## config.mk

```make
export PLATFORM = sky130hd
export DESIGN_NAME = router_fsm_ctrl_flat
export DESIGN_NICKNAME = d
export VERILOG_FILES = /design/src/rtl/router_fsm_ctrl_if.sv /design/src/rtl/router_fsm_ctrl.sv /design/src/flat_wrapper.sv
export SDC_FILE = /design/constraint.sdc
export NUM_CORES = 1
export LEC_CHECK = 0
export ABC_AREA = 1
export BUFFER_PORTS_ARGS = -buffer_cell sky130_fd_sc_hd__buf_4
export CORE_MARGIN = 10
export CORE_UTILIZATION = 40
export DETAILED_ROUTE_END_ITERATION = 16
export GPL_ROUTABILITY_DRIVEN = 0
export PLACE_DENSITY = 0.66
export SYNTH_ARGS = -nofsm -noshare
export SYNTH_HDL_FRONTEND = slang
export SYNTH_SLANG_ARGS = --single-unit
```

## constraint.sdc

```tcl
create_clock -name clock -period 1.8 [get_ports clock]
set_clock_uncertainty 0.15 [all_clocks]
set_input_delay 0.36 -clock clock [delete_from_list [all_inputs] [get_ports clock]]
set_output_delay 0.36 -clock clock [all_outputs]
set_load 0.02 [all_outputs]
```

## src/rtl/router_fsm_ctrl_if.sv

```systemverilog
// Handshake/strobe bundle between the router controller and its neighbours.
// master drives the controller inputs; slave is the controller itself.
interface router_fsm_ctrl_if;
    logic       pkt_valid;
    logic [1:0] data_in;
    logic       fifo_full;
    logic       fifo_empty_0;
    logic       fifo_empty_1;
    logic       fifo_empty_2;
    logic       soft_reset_0;
    logic       soft_reset_1;
    logic       soft_reset_2;
    logic       parity_done;
    logic       low_pkt_valid;

    logic       detect_add;
    logic       lfd_state;
    logic       ld_state;
    logic       laf_state;
    logic       full_state;
    logic       write_enb_reg;
    logic       rst_int_reg;
    logic       busy;
    logic       timeout_err;

    modport master (
        output pkt_valid, data_in, fifo_full,
        output fifo_empty_0, fifo_empty_1, fifo_empty_2,
        output soft_reset_0, soft_reset_1, soft_reset_2,
        output parity_done, low_pkt_valid,
        input  detect_add, lfd_state, ld_state, laf_state, full_state,
        input  write_enb_reg, rst_int_reg, busy, timeout_err
    );

    modport slave (
        input  pkt_valid, data_in, fifo_full,
        input  fifo_empty_0, fifo_empty_1, fifo_empty_2,
        input  soft_reset_0, soft_reset_1, soft_reset_2,
        input  parity_done, low_pkt_valid,
        output detect_add, lfd_state, ld_state, laf_state, full_state,
        output write_enb_reg, rst_int_reg, busy, timeout_err
    );
endinterface

```

## src/rtl/router_fsm_ctrl.sv

```systemverilog
// Moore packet sequencer for the 1x3 router. Define ROUTER_WAIT_TIMEOUT_EN to bound
// the time spent waiting for a busy destination FIFO to drain (WAIT_TIMEOUT cycles).
module router_fsm_ctrl #(
    parameter int unsigned WAIT_TIMEOUT = 64
) (
    input  logic             clock,
    input  logic             reset,
    router_fsm_ctrl_if.slave bus
);

    typedef enum logic [2:0] {
        StDecodeAddress    = 3'd0,
        StLoadFirstData    = 3'd1,
        StLoadData         = 3'd2,
        StFifoFull         = 3'd3,
        StLoadAfterFull    = 3'd4,
        StLoadParity       = 3'd5,
        StCheckParityError = 3'd6,
        StWaitTillEmpty    = 3'd7
    } state_e;

    state_e     state_q, state_d;
    logic [1:0] addr_q, addr_d;
    logic [3:0] empty_vec;
    logic [3:0] soft_vec;
    logic       hdr_ok;
    logic       sel_empty;
    logic       sel_soft_reset;

    // Index 3 is padded so an address of 3 can never select a live flag.
    assign empty_vec      = {1'b0, bus.fifo_empty_2, bus.fifo_empty_1, bus.fifo_empty_0};
    assign soft_vec       = {1'b0, bus.soft_reset_2, bus.soft_reset_1, bus.soft_reset_0};
    assign hdr_ok         = bus.pkt_valid && (bus.data_in != 2'd3);
    assign sel_empty      = empty_vec[addr_q];
    assign sel_soft_reset = soft_vec[addr_q];

`ifdef ROUTER_WAIT_TIMEOUT_EN
    localparam int unsigned CntW = $clog2(WAIT_TIMEOUT);

    logic [CntW-1:0] wait_cnt_q, wait_cnt_d;
    logic            timeout_hit;
    logic            timeout_err_q;

    // Held at zero outside the wait state, so it is cleared on every entry.
    assign wait_cnt_d = (state_q == StWaitTillEmpty) ? wait_cnt_q + CntW'(1) : '0;

    always_ff @(posedge clock or posedge reset) begin
        if (reset) begin
            wait_cnt_q    <= '0;
            timeout_err_q <= 1'b0;
        end else begin
            wait_cnt_q    <= wait_cnt_d;
            timeout_err_q <= timeout_hit;
        end
    end
`endif

    always_ff @(posedge clock or posedge reset) begin
        if (reset) begin
            state_q <= StDecodeAddress;
            addr_q  <= 2'd0;
        end else begin
            state_q <= state_d;
            addr_q  <= addr_d;
        end
    end

    always_comb begin
        state_d = state_q;
        addr_d  = addr_q;
`ifdef ROUTER_WAIT_TIMEOUT_EN
        timeout_hit = 1'b0;
`endif
        if (state_q != StDecodeAddress && sel_soft_reset) begin
            state_d = StDecodeAddress;
        end else begin
            unique case (state_q)
                StDecodeAddress: begin
                    if (hdr_ok) begin
                        addr_d  = bus.data_in;
                        state_d = empty_vec[bus.data_in] ? StLoadFirstData : StWaitTillEmpty;
                    end
                end
                StLoadFirstData: state_d = StLoadData;
                StLoadData: begin
                    // A full FIFO beats pkt_valid falling in the same cycle.
                    if (bus.fifo_full)       state_d = StFifoFull;
                    else if (!bus.pkt_valid) state_d = StLoadParity;
                end
                StFifoFull: begin
                    if (!bus.fifo_full) state_d = StLoadAfterFull;
                end
                StLoadAfterFull: begin
                    if (bus.parity_done)        state_d = StDecodeAddress;
                    else if (bus.low_pkt_valid) state_d = StLoadParity;
                    else                        state_d = StLoadData;
                end
                StLoadParity: state_d = StCheckParityError;
                StCheckParityError: begin
                    state_d = bus.fifo_full ? StFifoFull : StDecodeAddress;
                end
                StWaitTillEmpty: begin
`ifdef ROUTER_WAIT_TIMEOUT_EN
                    if (sel_empty) begin
                        state_d = StLoadFirstData;
                    end else if (wait_cnt_q == CntW'(WAIT_TIMEOUT - 1)) begin
                        state_d     = StDecodeAddress;
                        timeout_hit = 1'b1;
                    end
`else
                    if (sel_empty) state_d = StLoadFirstData;
`endif
                end
            endcase
        end
    end

    always_comb begin
        bus.detect_add    = (state_q == StDecodeAddress);
        bus.lfd_state     = (state_q == StLoadFirstData);
        bus.ld_state      = (state_q == StLoadData);
        bus.laf_state     = (state_q == StLoadAfterFull);
        bus.full_state    = (state_q == StFifoFull);
        bus.write_enb_reg = (state_q == StLoadData) || (state_q == StLoadParity) ||
                            (state_q == StLoadAfterFull);
        bus.rst_int_reg   = (state_q == StCheckParityError);
        bus.busy          = (state_q != StDecodeAddress) && (state_q != StLoadData);
`ifdef ROUTER_WAIT_TIMEOUT_EN
        bus.timeout_err   = timeout_err_q;
`else
        bus.timeout_err   = 1'b0;
`endif
    end

endmodule
```

## src/flat_wrapper.sv

```systemverilog
// flat-port wrapper written by rule: the top's interface ports become plain ports
module router_fsm_ctrl_flat 
#(
    parameter int unsigned WAIT_TIMEOUT = 64
)
  (clock, reset, bus_pkt_valid, bus_data_in, bus_fifo_full, bus_fifo_empty_0, bus_fifo_empty_1, bus_fifo_empty_2, bus_soft_reset_0, bus_soft_reset_1, bus_soft_reset_2, bus_parity_done, bus_low_pkt_valid, bus_detect_add, bus_lfd_state, bus_ld_state, bus_laf_state, bus_full_state, bus_write_enb_reg, bus_rst_int_reg, bus_busy, bus_timeout_err);
  router_fsm_ctrl_if bus_i ();
  input  logic clock;
  input  logic reset;
  input wire logic [$bits(bus_i.pkt_valid)-1:0] bus_pkt_valid;
  input wire logic [$bits(bus_i.data_in)-1:0] bus_data_in;
  input wire logic [$bits(bus_i.fifo_full)-1:0] bus_fifo_full;
  input wire logic [$bits(bus_i.fifo_empty_0)-1:0] bus_fifo_empty_0;
  input wire logic [$bits(bus_i.fifo_empty_1)-1:0] bus_fifo_empty_1;
  input wire logic [$bits(bus_i.fifo_empty_2)-1:0] bus_fifo_empty_2;
  input wire logic [$bits(bus_i.soft_reset_0)-1:0] bus_soft_reset_0;
  input wire logic [$bits(bus_i.soft_reset_1)-1:0] bus_soft_reset_1;
  input wire logic [$bits(bus_i.soft_reset_2)-1:0] bus_soft_reset_2;
  input wire logic [$bits(bus_i.parity_done)-1:0] bus_parity_done;
  input wire logic [$bits(bus_i.low_pkt_valid)-1:0] bus_low_pkt_valid;
  output wire logic [$bits(bus_i.detect_add)-1:0] bus_detect_add;
  output wire logic [$bits(bus_i.lfd_state)-1:0] bus_lfd_state;
  output wire logic [$bits(bus_i.ld_state)-1:0] bus_ld_state;
  output wire logic [$bits(bus_i.laf_state)-1:0] bus_laf_state;
  output wire logic [$bits(bus_i.full_state)-1:0] bus_full_state;
  output wire logic [$bits(bus_i.write_enb_reg)-1:0] bus_write_enb_reg;
  output wire logic [$bits(bus_i.rst_int_reg)-1:0] bus_rst_int_reg;
  output wire logic [$bits(bus_i.busy)-1:0] bus_busy;
  output wire logic [$bits(bus_i.timeout_err)-1:0] bus_timeout_err;
  assign bus_i.pkt_valid = bus_pkt_valid;
  assign bus_i.data_in = bus_data_in;
  assign bus_i.fifo_full = bus_fifo_full;
  assign bus_i.fifo_empty_0 = bus_fifo_empty_0;
  assign bus_i.fifo_empty_1 = bus_fifo_empty_1;
  assign bus_i.fifo_empty_2 = bus_fifo_empty_2;
  assign bus_i.soft_reset_0 = bus_soft_reset_0;
  assign bus_i.soft_reset_1 = bus_soft_reset_1;
  assign bus_i.soft_reset_2 = bus_soft_reset_2;
  assign bus_i.parity_done = bus_parity_done;
  assign bus_i.low_pkt_valid = bus_low_pkt_valid;
  assign bus_detect_add = bus_i.detect_add;
  assign bus_lfd_state = bus_i.lfd_state;
  assign bus_ld_state = bus_i.ld_state;
  assign bus_laf_state = bus_i.laf_state;
  assign bus_full_state = bus_i.full_state;
  assign bus_write_enb_reg = bus_i.write_enb_reg;
  assign bus_rst_int_reg = bus_i.rst_int_reg;
  assign bus_busy = bus_i.busy;
  assign bus_timeout_err = bus_i.timeout_err;
  router_fsm_ctrl #(.WAIT_TIMEOUT(WAIT_TIMEOUT)) u_core (.clock(clock), .reset(reset), .bus(bus_i));
endmodule
```

==> impl_metrics.yaml, run 1 <==
critical_path:
  cp.arrival_ns: 1.21
  worst_ep_required_time_ns: 1.29
  crit_slowest_cell: "dfrtp_2"
  cp_max_fo: 7
  cpPeakStageDelay_ns: 0.45
  r2r_cells: 8
  worst-path-buf-inv: 2
  path_class: "flip-flop to primary output"
  cpLargestDelayFamily: "flip-flops"
  path_cells: "inv_1 > nand2_2 > nor2_2 > nor2_1 > nand2_1 > buf_6"
  cp-end-kind: "primary output"
  cp-endpoint: "bus_write_enb_reg"
  start_kind: "flip-flop"
  critical_path.startpoint: "u_core.state_q[1]"
  reg2reg_to: "u_core.state_q[0]"
  cp.depth: 6
  r2r_setup_slack_ns: 0.36
  r2r_start: "u_core.state_q[0]"
global_route:
  antenna_found_initial: 0
  grtUsageTotal_pct: 9.10
  grt_pass1_vias: 591
  grt_max_degree: 8
  grt_overflow: 0
  grt_pass1_wl_mm: 2.37
clocking:
  clock_path_buffers: 2
  root_buffer: "clkbuf_4"
  cts_tree: "yes"
  clock-sinks: 5
  clk_pin_slew_ns: 0.04
  cts_max_level: 1
  cts_buffers: 3
  insertion_delay_ns: 0.23
logic_synthesis:
  seq_area_frac_synth_pct: 23.8
  syn_inst: 98
  synth-seq-cells: 5
  yosysUniqueCellTypes: 15
  synth_top_cell_by_area: "dfrtp_1"
  synth_area_um2: 526
  synthTopCellsByArea: "dfrtp_1, nand2_1, inv_1, nand3_1, nor2_1"
  synth_warnings: 0
  avgSynthCellArea_um2: 5.36
  yosys.area.top_type_share_pct: 23.8
  syn_nets: 112
finish:
  final_cell_mix: "nand2_1, buf_4, inv_1"
  filler_cell_count: 137
  layout.nets: 139
  final_cells: 139
  layout_commonest_cell: "nand2_1"
  final_layout_size_suffix_gt1_share_pct: 31.5
  synthToLayoutAreaGrowth_pct: 45.5
  diodes: 0
  fin_area_um2: 764
drt:
  route.antenna.remaining_nets: 0
  drtPass1Iterations: 4
  post_drt_wl_per_cell_um: 10.3
  drcViolationCount: 0
  num_vias: 613
  wl_mm: 1.43
  dr.first_iter.drc_count: 12
  routed_via_density: 4.41
placement:
  port_buffers: 21
  place_area_um2: 694
  dp_cells: 133
  dp_hpwl_mm: 1.24
  place_ws_ns: 0.305
sta:
  min_period_over_period_pct: 95.4
  slew_viol_final: 0
  setup_tns_ns: 0
  finalSetupViolations: 0
  rsz0062_at_grt: "true"
  hold_violations: 0
  fmax_mhz: 582
  period_minus_slack_ns: 1.72
  worst_slack_ns: 0.0831
flow_run:
  drv_cap: 0
power:
  power.density_nw_per_um2: 1570
  ir_worst_vdd_v: 0.000746
  leakagePower_nw: 0.472
status:
  status: "complete, no violations"
min_path:
  hold_depth: 3
  hold_class: "primary input to flip-flop"
die:
  die_x_um: 56.2
  core_area_um2: 1270
  die_h_um: 56.2
  initial_core_util_pct: 41.4
  ioPinCount: 23
  rows: 13
  die_area_um2: 3160
==> worst min-delay path: cells and delay by family <==
family | cells | cell delay [ns]
AO/OA/AOI/OAI | 1 | 0.09
buffers and inverters | 2 | 0.19
==> metrics by stage <==
step / power [W] / utilization [%] / hold WS [ns]
finish: 0.00120 / 60.3 / 0.303
global route: 0.00133 / 60.3 / 0.320
CTS: 0.00114 / 57.6 / 0.291
detailed placement: 0.00101 / 54.7 / 0.116
global placement: 0.00101 / 54.7 / 0.115
floorplan: 0.000755 / - / -0.0115
==> worst min path at each step <==
stage	to	slack, ns	start
after detailed placement	u_core.addr_q[1]	0.12	reset
after global routing	u_core.addr_q[1]	0.32	bus_data_in[1]
final	u_core.addr_q[0]	0.30	bus_data_in[0]
after floorplan	u_core.addr_q[0]	-0.01	reset
after CTS	u_core.addr_q[1]	0.29	bus_data_in[1]
after global placement	u_core.addr_q[1]	0.12	reset
==> sequential cells by signal (all words and copies together), names as in the netlist <==
name	cells
u_core.addr_q	2
u_core.state_q	3
==> logic make-up after synthesis <==
logic type	share of synthesized area, %
compound gates	6.19
buf+inv	16.4
flops	23.8
other cells	0.714
simple gates	52.9
==> timing repair <==
action,CTS,global route
gates resized for setup,0,10
setup buffers,0,1
endpoints found under the hold margin,5,0
hold buffers,1,0
setup endpoints to repair,0,3
==> cells in the mapped netlist <==
library cell / instances
o21ai_0: 4
nor2_1: 14
dfrtp_1: 5
inv_1: 20
nand3_2: 1
inv_2: 1
o31ai_1: 1
nor2_2: 3
nand2_1: 30
conb_1: 1
buf_4: 1
nand3_1: 13
nand4_1: 1
a21oi_1: 1
nand2_2: 2
==> area by class of cell <==
type	count	area (um^2)	share of cell area [%]
Clock buffer	4	26.3	3.44
Inverter	21	78.8	10.3
Multi-Input combinational cell	71	334	43.7
Sequential cell	5	128	16.7
Tap cell	15	18.8	2.45
Timing Repair Buffer	23	179	23.4
==> routing by layer <==
layer | GRT usage (%) | vias up | wire length (um)
met2 | 13.5 | 9 | 672
met3 | 2.97 | 0 | 65
met4 | 5.15 | 0 | 0
met5 | 0 | - | 0
li1 | - | 345 | -
met1 | 11.1 | 259 | 693
==> report_power, final <==
part           switching (W)  total [W]  internal [W]  leakage (nW)
Combinational       0.000499   0.000821      0.000323         0.396
Clock              0.0000391   0.000122     0.0000834        0.0150
Sequential         0.0000830   0.000254      0.000171        0.0606
Total               0.000621    0.00120      0.000577         0.472
(Power assumes the default switching activity.)
==> run 2, diff against run 1 <==
Settings changed: BUFFER_PORTS_ARGS -buffer_cell sky130_fd_sc_hd__buf_4 to default, DONT_BUFFER_PORTS from default to 1, GPL_TIMING_DRIVEN from default to 0, PLACE_DENSITY 0.66 to 0.51.
==> run 2 against run 1 <==
Compared with the run above: global-route usage shrank 0.49 points; routed wire length down 1.2%; critical path type unchanged; highest routed layer unchanged; largest power group unchanged; count of clock-buffer cells in the layout unchanged; combinational power fell by 16%; via count shrank 6.9%; clock power barely moved; sequential share of layout area increased by 4.3 points.
==> impl_metrics.yaml, run 2 (synthesis gave the netlist of run 1 again) <==
die:
  ioPinCount: 23
  die_h_um: 56.2
  rows: 13
  die_area_um2: 3160
  core_area_um2: 1270
  initial_core_util_pct: 41.4
  die_x_um: 56.2
finish:
  filler_cell_count: 147
  layout.nets: 120
  ff_latch_area_um2: 128
  final_layout_size_suffix_gt1_share_pct: 16.2
  layout_commonest_cell: "nand2_1"
  synthToLayoutAreaGrowth_pct: 15.7
  final_cells: 120
  multiInputGateArea_um2: 324
  diodes: 0
  largest_register_ff_count: 3
  final_cell_mix: "nand2_1, inv_1, nor2_1, nand3_1, o21ai_0"
  top_register: "u_core.state_q"
  top_regs: "u_core.state_q: 3 flops, u_core.addr_q: 2 flops"
critical_path:
  r2r_start: "u_core.state_q[0]"
  cp-end-kind: "primary output"
  cpLargestDelayFamily: "simple AND/OR/NAND/NOR gates"
  reg2reg_to: "u_core.state_q[0]"
  start_kind: "flip-flop"
  path_cells: "inv_1 > nand2_2 > nor2_4 > nor2_2 > nand2_2"
  path_class: "flip-flop to primary output"
  worst_ep_required_time_ns: 1.29
  r2r_cells: 7
  cpMostUsedCell: "nand2_2"
  crit_slowest_cell: "dfrtp_2"
  r2r_setup_slack_ns: 0.28
  cp.arrival_ns: 1.23
  cpPeakStageDelay_ns: 0.42
  worst-path-buf-inv: 1
  cp_max_fo: 4
global_route:
  grt_pass1_vias: 484
  grt_max_degree: 8
  grtUsageTotal_pct: 8.61
  grt_overflow: 0
  grt_pass1_wl_mm: 2.23
  antenna_found_initial: 0
min_path:
  hold_class: "primary input to flip-flop"
  hp-start: "bus_data_in[1]"
  hold_depth: 2
  hold_path_end: "u_core.addr_q[1]"
sta:
  period_minus_slack_ns: 1.74
  min_period_over_period_pct: 96.5
  worst_slack_ns: 0.0635
  hold_violations: 0
  rsz0062_at_grt: "false"
  fmax_mhz: 576
  finalSetupViolations: 0
  slew_viol_final: 0
  setup_tns_ns: 0
flow_run:
  drv_cap: 0
power:
  power.density_nw_per_um2: 1730
  ir_worst_vdd_v: 0.000732
  leakagePower_nw: 0.374
clocking:
  insertion_delay_ns: 0.24
  clk_pin_slew_ns: 0.04
  cts_buffers: 3
  cts_max_level: 1
  clock_path_buffers: 2
  cts_tree: "yes"
  clock-sinks: 5
  root_buffer: "clkbuf_4"
drt:
  post_drt_wl_per_cell_um: 11.8
  drtPass1Iterations: 4
  num_vias: 571
  wl_mm: 1.41
  drcViolationCount: 0
  dr.first_iter.drc_count: 11
  route.antenna.remaining_nets: 0
  routed_via_density: 4.76
placement:
  dp_hpwl_mm: 1.18
  port_buffers: 0
  place_ws_ns: 0.0917
  dp_cells: 113
status:
  status: "complete, no violations"
==> run 2: layer usage <==
metal / GRT usage (%) / share of wire, % / vias up
met3: 2.74 / 7.8 / 0
met2: 11.6 / 44 / 17
met1: 11.4 / 48 / 244
met5: 0 / 0 / -
li1: - / - / 310
met4: 5.15 / 0 / 0
==> run 2: timing repair <==
action	4_1_cts	5_1_grt
buffers inserted	2	0
hold buffers	1	0
endpoints found under the hold margin	5	0
pin swaps	1	1
resized for setup	3	2
setup endpoints to repair	1	2
==> run 2: cell type report <==
type | instances | share of cell area (%)
multi-input combinational | 71 | 53.3
tap | 15 | 3.09
buffer | 1 | 1.23
sequential | 5 | 21.0
inverter | 21 | 13.0
timing repair buffer | 3 | 4.12
clock buffer | 4 | 4.32
==> run 2: how the worst max path moves through the flow <==
stage,from,to,slack [ns],depth (start not counted)
finish,u_core.state_q[0],bus_write_enb_reg,0.06,5
global route,u_core.state_q[0],bus_write_enb_reg,0.002,5
CTS,u_core.state_q[1],bus_write_enb_reg,0.01,4
detailed placement,u_core.state_q[0],bus_write_enb_reg,0.09,5
global placement,u_core.state_q[0],bus_write_enb_reg,0.1,5
floorplan,u_core.state_q[0],bus_write_enb_reg,0.22,5
==> run 2: stage by stage <==
stage               hold slack [ns]  total power (W)  utilization, %  area (um^2)
finish                        0.164          0.00105            47.9          608
global route                  0.197          0.00117            47.9          608
CTS                           0.161          0.00106            47.6          604
detailed placement          0.00629         0.000876            42.9          544
global placement            0.00344         0.000869            42.9          544
floorplan                   -0.0115         0.000755               -          526
==> run 2: where the power goes <==
group | switching [W] | internal (W)
clock network | 0.0000406 | 0.0000835
logic | 0.000478 | 0.000210
registers | 0.0000683 | 0.000171
